`config.mk`:
```
export PLATFORM = sky130hd
export DESIGN_NAME = sensor_input_conditioner
export DESIGN_NICKNAME = d
export VERILOG_FILES = /design/src/rtl/sensor_input_conditioner.sv
export SDC_FILE = /design/constraint.sdc
export NUM_CORES = 1
export LEC_CHECK = 0
export ABC_AREA = 1
export BUFFER_PORTS_ARGS = -buffer_cell sky130_fd_sc_hd__buf_4
export CELL_PAD_IN_SITES_DETAIL_PLACEMENT = 0
export CELL_PAD_IN_SITES_GLOBAL_PLACEMENT = 1
export CORE_AREA = 3 3 89 65
export CTS_CLUSTER_SIZE = 24
export DETAILED_ROUTE_END_ITERATION = 10
export DIE_AREA = 0 0 92 68
export PLACE_DENSITY_LB_ADDON = 0.1
export SYNTH_ARGS = -nofsm -noshare
export SYNTH_HDL_FRONTEND = slang
export SYNTH_SLANG_ARGS = --single-unit
```
`constraint.sdc`:
```
create_clock -name clock -period 3.15 [get_ports clock]
set_clock_uncertainty 0.05 [all_clocks]
set_input_delay 0.7875 -clock clock [delete_from_list [all_inputs] [get_ports clock]]
set_output_delay 0.7875 -clock clock [all_outputs]
set_load 0.01 [all_outputs]
```
`src/rtl/sensor_input_conditioner.sv`:
```
`default_nettype none
// +----------------------------------------------------------------------------+
// | Module      : sensor_input_conditioner                                     |
// | Description : Synchronises, debounces and warm-up gates the six raw field  |
// |               sensor lines feeding the irrigation controller.              |
// | Revision    : 1.0 - initial release                                        |
// +----------------------------------------------------------------------------+
module sensor_input_conditioner #(
  parameter int SAMPLE_DIV     = 1000,
  parameter int STABLE_SAMPLES = 4,
  parameter int DIV_W          = 10,
  parameter int CNT_W          = 3
) (
  input  logic       clock,
  input  logic       reset,
  input  logic [5:0] raw_sensors,
  output logic [5:0] clean_sensors,
  output logic       sensors_ready,
  output logic       sensors_changed,
  output logic       sample_tick
);

  localparam int                 C_NUM_CH   = 6;
  localparam logic [DIV_W-1:0]   C_DIV_LAST = DIV_W'(SAMPLE_DIV - 1);
  localparam logic [CNT_W-1:0]   C_CNT_LAST = CNT_W'(STABLE_SAMPLES - 1);

  typedef enum logic [0:0] {
    ST_WARMUP = 1'b0,
    ST_RUN    = 1'b1
  } state_t;

  state_t              state_q, state_d;
  logic [5:0]          sync_meta_q, sync_meta_d;
  logic [5:0]          sync_q, sync_d;
  logic [DIV_W-1:0]    div_q, div_d;
  logic [CNT_W-1:0]    warm_cnt_q, warm_cnt_d;
  logic [CNT_W-1:0]    cnt_q [C_NUM_CH];
  logic [CNT_W-1:0]    cnt_d [C_NUM_CH];
  logic [5:0]          clean_q, clean_d;
  logic                ready_q, ready_d;
  logic                commit_q, commit_d;
  logic                changed_q, changed_d;

  logic                w_tick;
  logic                w_run_tick;
  logic [5:0]          w_commit;

  assign w_tick     = (div_q == C_DIV_LAST);
  assign w_run_tick = w_tick && (state_q == ST_RUN);

  // Per-channel stability counters; a counter only advances while the
  // synchronised input disagrees with the committed value on a tick.
  for (genvar i = 0; i < C_NUM_CH; i++) begin : g_ch
    logic w_diff;
    logic w_last;

    assign w_diff      = (sync_q[i] != clean_q[i]);
    assign w_last      = (cnt_q[i] == C_CNT_LAST);
    assign w_commit[i] = w_run_tick && w_diff && w_last;

    always_comb begin
      cnt_d[i] = cnt_q[i];
      if (state_q != ST_RUN) begin
        cnt_d[i] = '0;
      end else if (w_tick) begin
        if (!w_diff || w_last) begin
          cnt_d[i] = '0;
        end else begin
          cnt_d[i] = cnt_q[i] + 1'b1;
        end
      end
    end
  end

  always_comb begin
    state_d     = state_q;
    sync_meta_d = raw_sensors;
    sync_d      = sync_meta_q;
    div_d       = (div_q == C_DIV_LAST) ? '0 : div_q + 1'b1;
    warm_cnt_d  = warm_cnt_q;
    clean_d     = clean_q;
    ready_d     = ready_q;
    commit_d    = 1'b0;
    changed_d   = commit_q;

    case (state_q)
      ST_WARMUP: begin
        if (w_tick) begin
          if (warm_cnt_q == C_CNT_LAST) begin
            // Initial load is not a change event for downstream logic.
            clean_d    = sync_q;
            ready_d    = 1'b1;
            warm_cnt_d = '0;
            state_d    = ST_RUN;
          end else begin
            warm_cnt_d = warm_cnt_q + 1'b1;
          end
        end
      end
      ST_RUN: begin
        clean_d  = (clean_q & ~w_commit) | (sync_q & w_commit);
        commit_d = |w_commit;
      end
      default: begin
        state_d = ST_WARMUP;
      end
    endcase
  end

  always_ff @(posedge clock) begin
    if (reset) begin
      state_q     <= ST_WARMUP;
      sync_meta_q <= '0;
      sync_q      <= '0;
      div_q       <= '0;
      warm_cnt_q  <= '0;
      clean_q     <= '0;
      ready_q     <= 1'b0;
      commit_q    <= 1'b0;
      changed_q   <= 1'b0;
      for (int i = 0; i < C_NUM_CH; i++) begin
        cnt_q[i] <= '0;
      end
    end else begin
      state_q     <= state_d;
      sync_meta_q <= sync_meta_d;
      sync_q      <= sync_d;
      div_q       <= div_d;
      warm_cnt_q  <= warm_cnt_d;
      clean_q     <= clean_d;
      ready_q     <= ready_d;
      commit_q    <= commit_d;
      changed_q   <= changed_d;
      for (int i = 0; i < C_NUM_CH; i++) begin
        cnt_q[i] <= cnt_d[i];
      end
    end
  end

  assign clean_sensors   = clean_q;
  assign sensors_ready   = ready_q;
  assign sensors_changed = changed_q;
  // Masked during reset so a divide-by-one build does not pulse while held.
  assign sample_tick     = w_tick && !reset;

endmodule
`default_nettype wire
```
==> results of run 1 <==
[tightest hold or removal path, stage by stage (launching register included)]
cell     delay [ns]
dfxtp_1        0.31
inv_1          0.04
nor2_1         0.03
[kinds of logic (layout without fill, tap and decap cells)]
family,count (synthesis),after routing
AOI/OAI and AO/OA,44,44
xor gates and xnor gates,3,3
adders and majority gates,14,14
buffers and inverters,52,71
DFF,53,53
and+or+nand+nor,139,139
[how the worst max path moves through the flow]
stage | start | end | slack, ns | cells past startpoint
after floorplan | reset | sample_tick | 0.87 | 3
after global placement | reset | cnt_q[0][0] | 1.03 | 5
after detailed placement | reset | cnt_q[0][0] | 1.01 | 5
after CTS | div_q[0] | sample_tick | 0.79 | 6
after global routing | div_q[0] | sample_tick | 0.65 | 6
final | div_q[0] | sample_tick | 0.81 | 6
[synth_stat cells (all sizes together)]
library cell,instances
nand3,18
a22oi,3
clkbuf,3
a211oi,2
a21oi,20
or2,4
xor2,2
clkinv,2
o21ai,16
nor4,1
dfxtp,53
nor3,7
ha,14
nor2,62
nand4,1
and2,1
xnor2,1
o21a,3
buf,4
nand3b,3
nand2,42
inv,43
[routing by layer]
metal	global-route usage	up-vias	wire length, µm
met1	0.218	801	2490
met2	0.224	18	1640
li1	-	1003	-
met4	0.0389	0	27
met5	0	-	0
met3	0.0363	2	145
[through the flow]
step	utilization	setup WS [ns]	cell area (µm²)	hold slack [ns]
final	0.538	0.813	2630	0.359
after global routing	0.538	0.645	2630	0.370
after CTS	0.538	0.791	2630	0.361
after detailed placement	0.511	1.01	2500	0.348
after global placement	0.511	1.03	2500	0.342
after floorplan	-	0.871	2330	0.338
[cell usage in the layout (no fill, tap or decap), types with 4 or more instances in the layout]
cell,n
a21oi_1,20
dfxtp_1,53
nor2_2,4
inv_1,43
nand3_1,17
ha_1,14
clkbuf_8,5
nor2_1,58
o21ai_0,15
buf_4,18
nand2_1,41
nor3_1,6
[area by class of cell]
cell class | count | area share
repair buffers | 18 | 0.0514
well taps | 69 | 0.0328
inverters | 45 | 0.0642
flip-flops and latches | 53 | 0.403
clock inverters | 3 | 0.0247
multi-input cells | 200 | 0.398
clock buffers | 5 | 0.0262
[power by group through the flow]
stage          Combinational, mW  Sequential (mW)  Clock [mW]
2_1_floorplan             0.0229            0.699           0
3_3_place_gp              0.0337            0.701           0
3_5_place_dp              0.0342            0.701           0
4_1_cts                   0.0342            0.685       0.551
5_1_grt                   0.0392            0.687       0.571
6_report                  0.0339            0.685       0.538
==> metrics.md, run 1 <==
| Metric | Value |
|---|---|
| Status | finished, final reports clean |
| Multiplexer share of the synthesized area | 0 |
| Max Clock Freq | 428 MHz |
| Area share of the largest cell type after synthesis | 0.456 |
| CP startpoint kind | flop |
| Switching part of the total | 0.196 |
| Io pins | 17 |
| Yosys reg bits | 53 |
| Multi-input gate area | 1050 µm² |
| Worst path slowest cell | dfxtp_1 |
| Min Tclk post-route | 2.34 ns |
| Critical Path, Cell by Cell | ha_1, nand2_1, nor2_2, nand3_1, nor2_1, buf_4 |
| Final Cycle Share | 0.742 |
| Placed wire-length estimate | 3.10 mm |
| Number of antenna violations at the first check in global routing | 0 |
| CTS buffer count | 5 |
| Worst R2R Start | div_q[0] |
| Seq pwr share | 0.545 |
| Clock transition at path regs | 0.10 ns |
| Final-report hold violation count | 0 |
| Largest family of logic cells by synthesized area | simple AND/OR/NAND/NOR gates |
| Post-CTS Setup Inserts | 0 |
| Setup TNS | 0 ns |
| Min-delay src | sync_d[3] |
| Die X | 92 µm |
| Grt ovf | 0 |
| Vias in the first global route | 1637 |
| Routed vias/inst | 4.64 |
| Synth Area in XOR/XNOR | 0.0113 |
| Maxcap violations | 0 |
| Post-synthesis cell area | 2330 µm² |
| Vias | 1824 |
| Antenna-violating nets left | 0 |
| Inst Count DP | 385 |
| RSZ-0062 raised after global routing | false |
| Port Buf Inserts | 16 |
| DRT Pass-1 Iters | 4 |
| Pins over their slew limit | 0 |
| Top post-synthesis cells by area | dfxtp_1 (46%), nor2_1 (9.3%), ha_1 (7.5%), inv_1 (6.9%), nand2_1 (6.6%) |
| Share of cells above drive strength 1 | 0.111 |
| Htree depth | 2 |
| Crit Path Max Fanout | 3 |
| WP buf/inv | 1 |
| Yosys warns | 0 |
| Post-Synth Adder-Cell Area | 0.0752 |
| CP top delay family | simple AND/OR/NAND/NOR gates |
| Nets | 345 |
| P&R area growth vs syn | 13.0% |
| Mean post-synth cell area | 7.63 µm² |
| CP Data Arrival Time | 1.50 ns |
| Routed Wire Length | 4.31 mm |
| Reg-to-reg slack, setup | 1.21 ns |
| FILL cells | 493 |
| Leak | 1.10 nW |
| Reg area | 1060 µm² |
| Die Span Y | 68 µm |
| Hold_buf cts | 0 |
| Clock power frac | 0.428 |
| CP max stage delay | 0.36 ns |
| CTS root buf | clkbuf_8 |
| Power Density | 478 nW/µm² |
| Setup Viol. Count Final | 0 |
| Final total power | 1.26 mW |
| Core ar. | 4890 µm² |
| Clock Latency Late Sink | 0.30 ns |
| Comb power frac | 0.027 |
| Type of the most critical hold path | reg -> reg |
| Worst R2R Path Depth | 9 |
| # DRC | 0 |
| Clock Path Buffers | 2 |
| Cell row count | 21 |
| Initial Util | 0.476 |
| Measured slew at the worst slew-check pin | 0.524 ns |
| Simple-Gate Fraction of Synth Area | 0.260 |
| N_diodes | 0 |
| Cell taking the most area after synthesis | dfxtp_1 |
| Worst Setup End Kind | output port |
| Global-route wire length before repair | 7.38 mm |
| Post-Synthesis Cells | 305 |
| Clock sink total | 53 |
| Wire length per cell | 11.0 µm |
| GP Congestion | 0.730 |
| Sw Pwr | 247 µW |
| Area fraction in compound gates after synthesis | 0.103 |
| TritonCTS clock tree | yes |
| Relative max-transition margin | 0.649 |
| Non-filler cells, final | 393 |
| GRT Overall Usage | 0.150 |
| Largest net degree at the start of global routing | 22 |
| Die area | 6260 µm² |
| CP Class | reg -> out |
| Resized cells post-CTS | 0 |
| DRT iter0 DRCs | 66 |
| Worst Hold Endpoint | sync_q[3] |
| Max VDD drop | 0.272 mV |
| Int Power | 1.01 mW |
| Syn nets | 327 |
| Worst Hold Depth | 2 |
| Unique masters post-synth | 29 |
| WP data required | 2.31 ns |
| Sequential-to-total area share from yosys stat | 0.456 |
Power figures use the tool's default switching activity.
==> run 2, diff against run 1 <==
--- a/config.mk
+++ b/config.mk
@@ -5,14 +5,14 @@
 export SDC_FILE = /design/constraint.sdc
 export NUM_CORES = 1
 export LEC_CHECK = 0
-export ABC_AREA = 1
+export ABC_AREA = 0
 export BUFFER_PORTS_ARGS = -buffer_cell sky130_fd_sc_hd__buf_4
 export CELL_PAD_IN_SITES_DETAIL_PLACEMENT = 0
 export CELL_PAD_IN_SITES_GLOBAL_PLACEMENT = 1
-export CORE_AREA = 3 3 89 65
+export CORE_AREA = 3 3 94 69
 export CTS_CLUSTER_SIZE = 24
 export DETAILED_ROUTE_END_ITERATION = 10
-export DIE_AREA = 0 0 92 68
+export DIE_AREA = 0 0 97 72
 export PLACE_DENSITY_LB_ADDON = 0.1
 export SYNTH_ARGS = -nofsm -noshare
 export SYNTH_HDL_FRONTEND = slang
==> constraint.sdc (replaced) <==
create_clock -name clock -period 1.9 [get_ports clock]
set_clock_uncertainty 0.05 [all_clocks]
set_input_delay 0.475 -clock clock [delete_from_list [all_inputs] [get_ports clock]]
set_output_delay 0.475 -clock clock [all_outputs]
set_load 0.01 [all_outputs]
==> run 2 against run 1 <==
  * Non-clock buffer count increased by 15
  * Register-to-register slack got worse by 1.1 ns
  * Area after synthesis decreased by 0.70%
  * Largest power group unchanged
  * Count of clock-buffer cells in the layout unchanged
  * Via count decreased by 3.2%
  * Synthesized cell count decreased by 17%
  * Die area increased by 12%
  * Critical path depth decreased by 1
==> metrics.md, run 2 <==
| Metric | Value |
|---|---|
| Status | finished, final reports clean |
| Yosys warns | 0 (unchanged) |
| RSZ-0062 raised after global routing | true |
| Min-delay src | raw_sensors[3] |
| GP Congestion | 0.736 (+0.81%) |
| Port Buf Inserts | 16 (unchanged) |
| Power Density | 697 nW/µm² (+46%) |
| Largest family of logic cells by synthesized area | simple AND/OR/NAND/NOR gates |
| Vias | 1766 (-3.2%) |
| Number of antenna violations at the first check in global routing | 0 (unchanged) |
| WHS | 0.313 ns (-0.0458 ns) |
| Die X | 97 µm (+5.4%) |
| Main synth FF type | dfxtp_1 |
| CTS buffer count | 5 (unchanged) |
| Antenna-violating nets left | 0 (unchanged) |
| Sw Pwr | 451 µW (+83%) |
| Crit Path Max Fanout | 2 (-1) |
| Min Tclk post-route | 1.90 ns |
| CTS root buf | clkbuf_8 |
| Clock sink total | 53 (unchanged) |
| Setup ws final | 0.0000815 ns (-0.813 ns) |
| Cell row count | 23 (+9.5%) |
| Multiplexer share of the synthesized area | 0.0260 (+0.0260) |
| Max Clock Freq | 526 MHz |
| Nets | 303 (-12%) |
| Final-report hold violation count | 0 (unchanged) |
| Htree depth | 2 (unchanged) |
| Post-Synth Adder-Cell Area | 0.0758 (+0.000529) |
| CP startpoint kind | flop |
| Io pins | 17 (unchanged) |
| Vias in the first global route | 1616 (-1.3%) |
| CP Class | reg -> out |
| Share of cells above drive strength 1 | 0.174 (+0.0626) |
| Largest net degree at the start of global routing | 26 (+18%) |
| Syn nets | 276 (-16%) |
| Sequential-to-total area share from yosys stat | 0.459 (+0.00321) |
| FILL cells | 548 (+11%) |
| Top post-synthesis cells by area | dfxtp_1 (46%), ha_1 (7.6%), a21oi_1 (5.4%), nand2_1 (5.2%), nor2b_1 (5.1%) |
| Worst Hold Endpoint | sync_d[3] |
| Measured slew at the worst slew-check pin | 0.370 ns (-0.154 ns) |
| Yosys reg bits | 53 (unchanged) |
| Simple-Gate Fraction of Synth Area | 0.245 (-0.0149) |
| DRT Pass-1 Iters | 4 (unchanged) |
| Final total power | 1.89 mW (+50%) |
| # DRC | 0 (unchanged) |
| Post-synthesis cell area | 2310 µm² (-0.70%) |
| Wire length per cell | 13.0 µm (+19%) |
| Seq pwr share | 0.604 (+0.059) |
| Post-Synthesis Cells | 254 (-17%) |
| Int Power | 1.44 mW (+43%) |
| Reg-to-reg slack, setup | 0.12 ns (-1.09 ns) |
| TritonCTS clock tree | yes |
| Final Cycle Share | 1.00 |
| Die Span Y | 72 µm (+5.9%) |
| Initial Util | 0.408 (-0.0686) |
| Type of the most critical hold path | in -> reg |
| Ys async rst share | 0 (unchanged) |
| Routed Wire Length | 4.65 mm (+8.0%) |
| Worst R2R Path Depth | 8 (-1) |
| Unique masters post-synth | 36 (+24%) |
| Clock Path Buffers | 2 (unchanged) |
| Synth Area in XOR/XNOR | 0.0417 (+0.0304) |
| Leak | 1.09 nW (-0.73%) |
| Clock power frac | 0.353 (-0.075) |
| WP data required | 1.37 ns (-0.94 ns) |
| N_diodes | 0 (unchanged) |
| Die area | 6980 µm² (+12%) |
| Max VDD drop | 0.280 mV (+2.7%) |
| Maxcap violations | 0 (unchanged) |
| Grt ovf | 0 (unchanged) |
| Worst R2R Start | div_q[1] |
| Routed vias/inst | 4.95 (+6.6%) |
| DRT iter0 DRCs | 53 (-20%) |
| Global-route wire length before repair | 7.91 mm (+7.2%) |
| Clock Latency Late Sink | 0.31 ns (about the same) |
| Setup Viol. Count Final | 0 (unchanged) |
| Worst Setup End Kind | output port |
| Comb power frac | 0.043 (+0.016) |
| Switching part of the total | 0.238 (+0.0421) |
| Pins over their slew limit | 0 (unchanged) |
| Clock transition at path regs | 0.10 ns (about the same) |
| Area share of the largest cell type after synthesis | 0.459 (+0.00321) |
| Setup Slack @ Placement | 0.167 ns (-0.847 ns) |
| Mean post-synth cell area | 9.10 µm² (+19%) |
| GRT Overall Usage | 0.140 (-0.00997) |
| Placed wire-length estimate | 3.23 mm (+4.2%) |
| CP Data Arrival Time | 1.37 ns (-0.13 ns) |
| Core ar. | 5670 µm² (+16%) |
| Most common cell after layout, fill and taps aside | dfxtp_1 |
| Top cells by count, synth | dfxtp_1 (53), nand2_1 (32), a21oi_1 (25) |
| Post-synth EDFFs | 0 (unchanged) |
| Count leader, synth | dfxtp_1 |
| Worst Hold Depth | 2 (unchanged) |
| P&R area growth vs syn | 17.4% |
| Commonest non-fill, non-tap cells in the layout | dfxtp_1 (51), nand2_1 (32), buf_4 (32), a21oi_1 (25), nor2b_1 (19) |
| Relative max-transition margin | 0.752 (+0.104) |
| Cell taking the most area after synthesis | dfxtp_1 |
| Area fraction in compound gates after synthesis | 0.110 (+0.00722) |
-- run 2: cell count changes after synthesis, sizes merged, moves of 9 or more --
cell    change
nand2      -10
nand3b      +9
inv        -35
nor2b      +19
nor2       -53
-- run 2: logic make-up (layout without fill, tap and decap cells) --
logic type | after synthesis | after routing
simple gates | 103 | 103
mux | 6 | 6
xor+xnor | 11 | 11
fa+ha+maj | 14 | 14
compound gates | 44 | 44
buf+inv | 23 | 51
flops | 53 | 53
-- run 2: power groups by stage --
stage | sequential [mW] | combinational, mW | clock, mW
finish | 1.14 | 0.0805 | 0.668
floorplan | 1.16 | 0.0447 | 0
global placement | 1.17 | 0.0700 | 0
detailed placement | 1.17 | 0.0702 | 0
CTS | 1.14 | 0.0791 | 0.696
global route | 1.15 | 0.0903 | 0.741
-- run 2: worst max-delay path by stage --
stage                     startpoint          end  slack [ns]
after floorplan             div_q[0]  sample_tick        0.04
after global placement      div_q[0]  sample_tick        0.19
after detailed placement    div_q[0]  sample_tick        0.17
after CTS                   div_q[0]  sample_tick       -0.04
after global routing        div_q[1]  sample_tick       -0.07
final                       div_q[1]  sample_tick     0.00008
-- run 2: final cells by class --
cell class	instances	area [µm²]	area share
repair buffers	33	251	0.0927
well taps	75	93.8	0.0346
clock buffers	5	68.8	0.0254
multi-input cells	178	1170	0.432
inverters	10	37.5	0.0138
flip-flops and latches	53	1060	0.392
clock inverters	3	25.0	0.00922
-- run 2: repair_timing --
action	in CTS	in global routing
pin swaps	2	2
gates resized for setup	7	1
setup buffers	4	2
setup endpoints to repair	1	1
hold buffers	0	0
-- run 2: metrics by stage --
stage / area, µm² / std cells / setup TNS (ns) / utilization
final: 2710 / 357 / 0 / 0.479
after global routing: 2710 / 357 / -0.0700 / 0.479
after CTS: 2700 / 355 / -0.0372 / 0.476
after detailed placement: 2550 / 343 / 0 / 0.449
after global placement: 2550 / 343 / 0 / 0.449
after floorplan: 2310 / 254 / 0 / -
-- run 2: routing by layer --
metal | vias to the layer above | GRT usage | routed length [µm]
li1 | 924 | - | -
met5 | - | 0 | 0
met1 | 812 | 0.193 | 2440
met2 | 26 | 0.211 | 1970
met4 | 0 | 0.0576 | 52
met3 | 4 | 0.0346 | 189
-- run 2: critical path, stage by stage (launching register included) --
cell and delay [ns]:
dfxtp_2 0.37, ha_4 0.14, and4b_4 0.26, nand3_4 0.09
nor2_4 0.10, buf_6 0.10
==> run 3, diff against run 2 <==
--- a/config.mk
+++ b/config.mk
@@ -5,15 +5,17 @@
 export SDC_FILE = /design/constraint.sdc
 export NUM_CORES = 1
 export LEC_CHECK = 0
-export ABC_AREA = 0
+export ABC_AREA = 1
 export BUFFER_PORTS_ARGS = -buffer_cell sky130_fd_sc_hd__buf_4
 export CELL_PAD_IN_SITES_DETAIL_PLACEMENT = 0
 export CELL_PAD_IN_SITES_GLOBAL_PLACEMENT = 1
-export CORE_AREA = 3 3 94 69
+export CORE_AREA = 3 3 97 71
 export CTS_CLUSTER_SIZE = 24
 export DETAILED_ROUTE_END_ITERATION = 10
-export DIE_AREA = 0 0 97 72
+export DIE_AREA = 0 0 100 74
+export GPL_ROUTABILITY_DRIVEN = 0
 export PLACE_DENSITY_LB_ADDON = 0.1
+export REMOVE_ABC_BUFFERS = 1
 export SYNTH_ARGS = -nofsm -noshare
 export SYNTH_HDL_FRONTEND = slang
 export SYNTH_SLANG_ARGS = --single-unit
==> run 3 against run 2 <==
  * Utilization fell by 3.7 points
  * Largest power group unchanged
  * Critical endpoint unchanged
  * Critical path depth rose by 1
  * Die area rose by 6.0%
==> metrics.md, run 3 (same netlist as run 1, synthesis figures left out) <==
| Metric | Value |
|---|---|
| CTS root buf | clkbuf_8 |
| Final Cycle Share | 0.969 (-0.0309) |
| Grt ovf | 0 (unchanged) |
| Worst path slowest cell | dfxtp_2 |
| Antenna-violating nets left | 0 (unchanged) |
| DRT Pass-1 Iters | 4 (unchanged) |
| Setup TNS | 0 ns (unchanged) |
| Wire length per cell | 10.8 µm (-17%) |
| CP top delay family | simple AND/OR/NAND/NOR gates |
| Worst Setup End Kind | output port |
| Layout Utilization | 0.442 (-0.0368) |
| Final total power | 1.82 mW (-3.9%) |
| Global-route wire length before repair | 7.78 mm (-1.7%) |
| RSZ-0062 raised after global routing | true |
| CP startpoint kind | flop |
| Core ar. | 6100 µm² (+7.5%) |
| Setup Viol. Count Final | 0 (unchanged) |
| Relative max-transition margin | 0.784 (+0.0316) |
| CTS buffer count | 5 (unchanged) |
| Maxcap violations | 0 (unchanged) |
| Final-report hold violation count | 0 (unchanged) |
| Inst Count DP | 398 (+16%) |
| P&R area growth vs syn | 15.7% |
| DP Area | 2540 µm² (-0.34%) |
| Vias | 1846 (+4.5%) |
| Cell row count | 24 (+4.3%) |
| Type of the most critical hold path | in -> reg |
| Status | finished, final reports clean |
| Max VDD drop | 0.307 mV (+9.5%) |
| WP buf/inv | 1 (unchanged) |
| Post-route cell area | 2690 µm² (-0.74%) |
| Pins over their slew limit | 0 (unchanged) |
| Critical Path, Cell by Cell | ha_4, nand2_4, nor2_4, nand3_2, nor2_4, buf_6 |
| Clock sink total | 53 (unchanged) |
| Largest net degree at the start of global routing | 19 (-27%) |
| Port Buf Inserts | 16 (unchanged) |
| Measured slew at the worst slew-check pin | 0.323 ns (-0.0472 ns) |
| Share of cells above drive strength 1 | 0.154 (-0.0197) |
| Power Density | 675 nW/µm² (-3.2%) |
| # DRC | 0 (unchanged) |
| Die X | 100 µm (+3.1%) |
| DRT iter0 DRCs | 75 (+42%) |
| Max Clock Freq | 543 MHz (+3.2%) |
| Die area | 7400 µm² (+6.0%) |
| Commonest non-fill, non-tap cells in the layout | nor2_1 (57), dfxtp_1 (49), inv_1 (43), nand2_1 (40), buf_4 (24) |
| Clock transition at path regs | 0.10 ns (about the same) |
| Min Tclk post-route | 1.84 ns (-0.0587 ns) |
| Number of antenna violations at the first check in global routing | 0 (unchanged) |
| Routed Wire Length | 4.43 mm (-4.7%) |
| FILL cells | 648 (+18%) |
| Io pins | 17 (unchanged) |
| Clock Path Buffers | 2 (unchanged) |
| Leak | 1.12 nW (+2.9%) |
| Vias in the first global route | 1703 (+5.4%) |
| Most common cell after layout, fill and taps aside | nor2_1 |
| Non-filler cells, final | 409 (+15%) |
| Nets | 352 (+16%) |
| N_diodes | 0 (unchanged) |
| Top cell by count, worst path | nor2_4 |
| Initial Util | 0.382 (-0.0259) |
| Htree depth | 2 (unchanged) |
| Routed vias/inst | 4.51 (-8.8%) |
| Placed wire-length estimate | 3.34 mm (+3.4%) |
| GRT Overall Usage | 0.133 (-0.00731) |
| CP Data Arrival Time | 1.32 ns (-0.05 ns) |
| Die Span Y | 74 µm (+2.8%) |
| TritonCTS clock tree | yes |
| Crit Path Max Fanout | 3 (+1) |
| Clock Latency Late Sink | 0.30 ns (about the same) |
| CP Class | reg -> out |
| WP data required | 1.37 ns (about the same) |
| CP max stage delay | 0.36 ns (about the same) |
## run 3: what timing repair did
item / CTS / global route
endpoints found under the setup margin: 1 / 1
buffers inserted: 2 / 1
hold buffers: 0 / 0
pin swaps: 3 / 2
endpoints found under the hold margin: 0 / 0
gates resized for setup: 9 / 4
## run 3: layout make-up
class | instances | area [µm²] | area share
clock buffers | 5 | 68.8 | 0.0255
clock inverters | 3 | 17.5 | 0.00650
inverters | 45 | 169 | 0.0627
multi-input cells | 200 | 1080 | 0.402
flip-flops and latches | 53 | 1070 | 0.396
well taps | 78 | 97.6 | 0.0362
repair buffers | 25 | 191 | 0.0711
## run 3: power by group
group | switching, mW | total [mW] | internal, mW
Sequential | 0.0107 | 1.14 | 1.13
Clock | 0.359 | 0.614 | 0.255
Combinational | 0.0346 | 0.0643 | 0.0297
Total | 0.405 | 1.82 | 1.41
## run 3: worst paths after layout
check	from	endpoint	slack, ns	cells after the start
max reg2reg	div_q[0]	flop	0.18	10
max	div_q[0]	sample_tick	0.06	6
min	raw_sensors[5]	sync_d[5]	0.32	3
min reg2reg	sync_d[2]	sync_q[2]	0.36	2
## run 3: stage by stage
step | hold WS (ns) | worst slack [ns]
after floorplan | 0.338 | -0.0526
after global placement | 0.348 | 0.152
after CTS | 0.311 | 0.0175
final | 0.320 | 0.0588
after global routing | 0.317 | -0.0356
after detailed placement | 0.347 | 0.104
## run 3: layer usage
metal	share of wire	wire, µm	track usage	vias to the layer above
li1	-	-	-	1015
met1	0.56	2470	0.191	803
met2	0.39	1750	0.198	24
met3	0.040	178	0.0356	4
met4	0.0081	36	0.0359	0
met5	0	0	0	-
## run 3: worst reg2reg max path, cell delays in order, from the launching register on
cell,delay [ns]
dfxtp_2,0.36
ha_4,0.15
nand2_4,0.06
nor2_4,0.13
buf_4,0.11
nand2_1,0.05
nor2_2,0.16
nand3_1,0.28
nand3_1,0.17
nand2_1,0.06
nor2_1,0.09
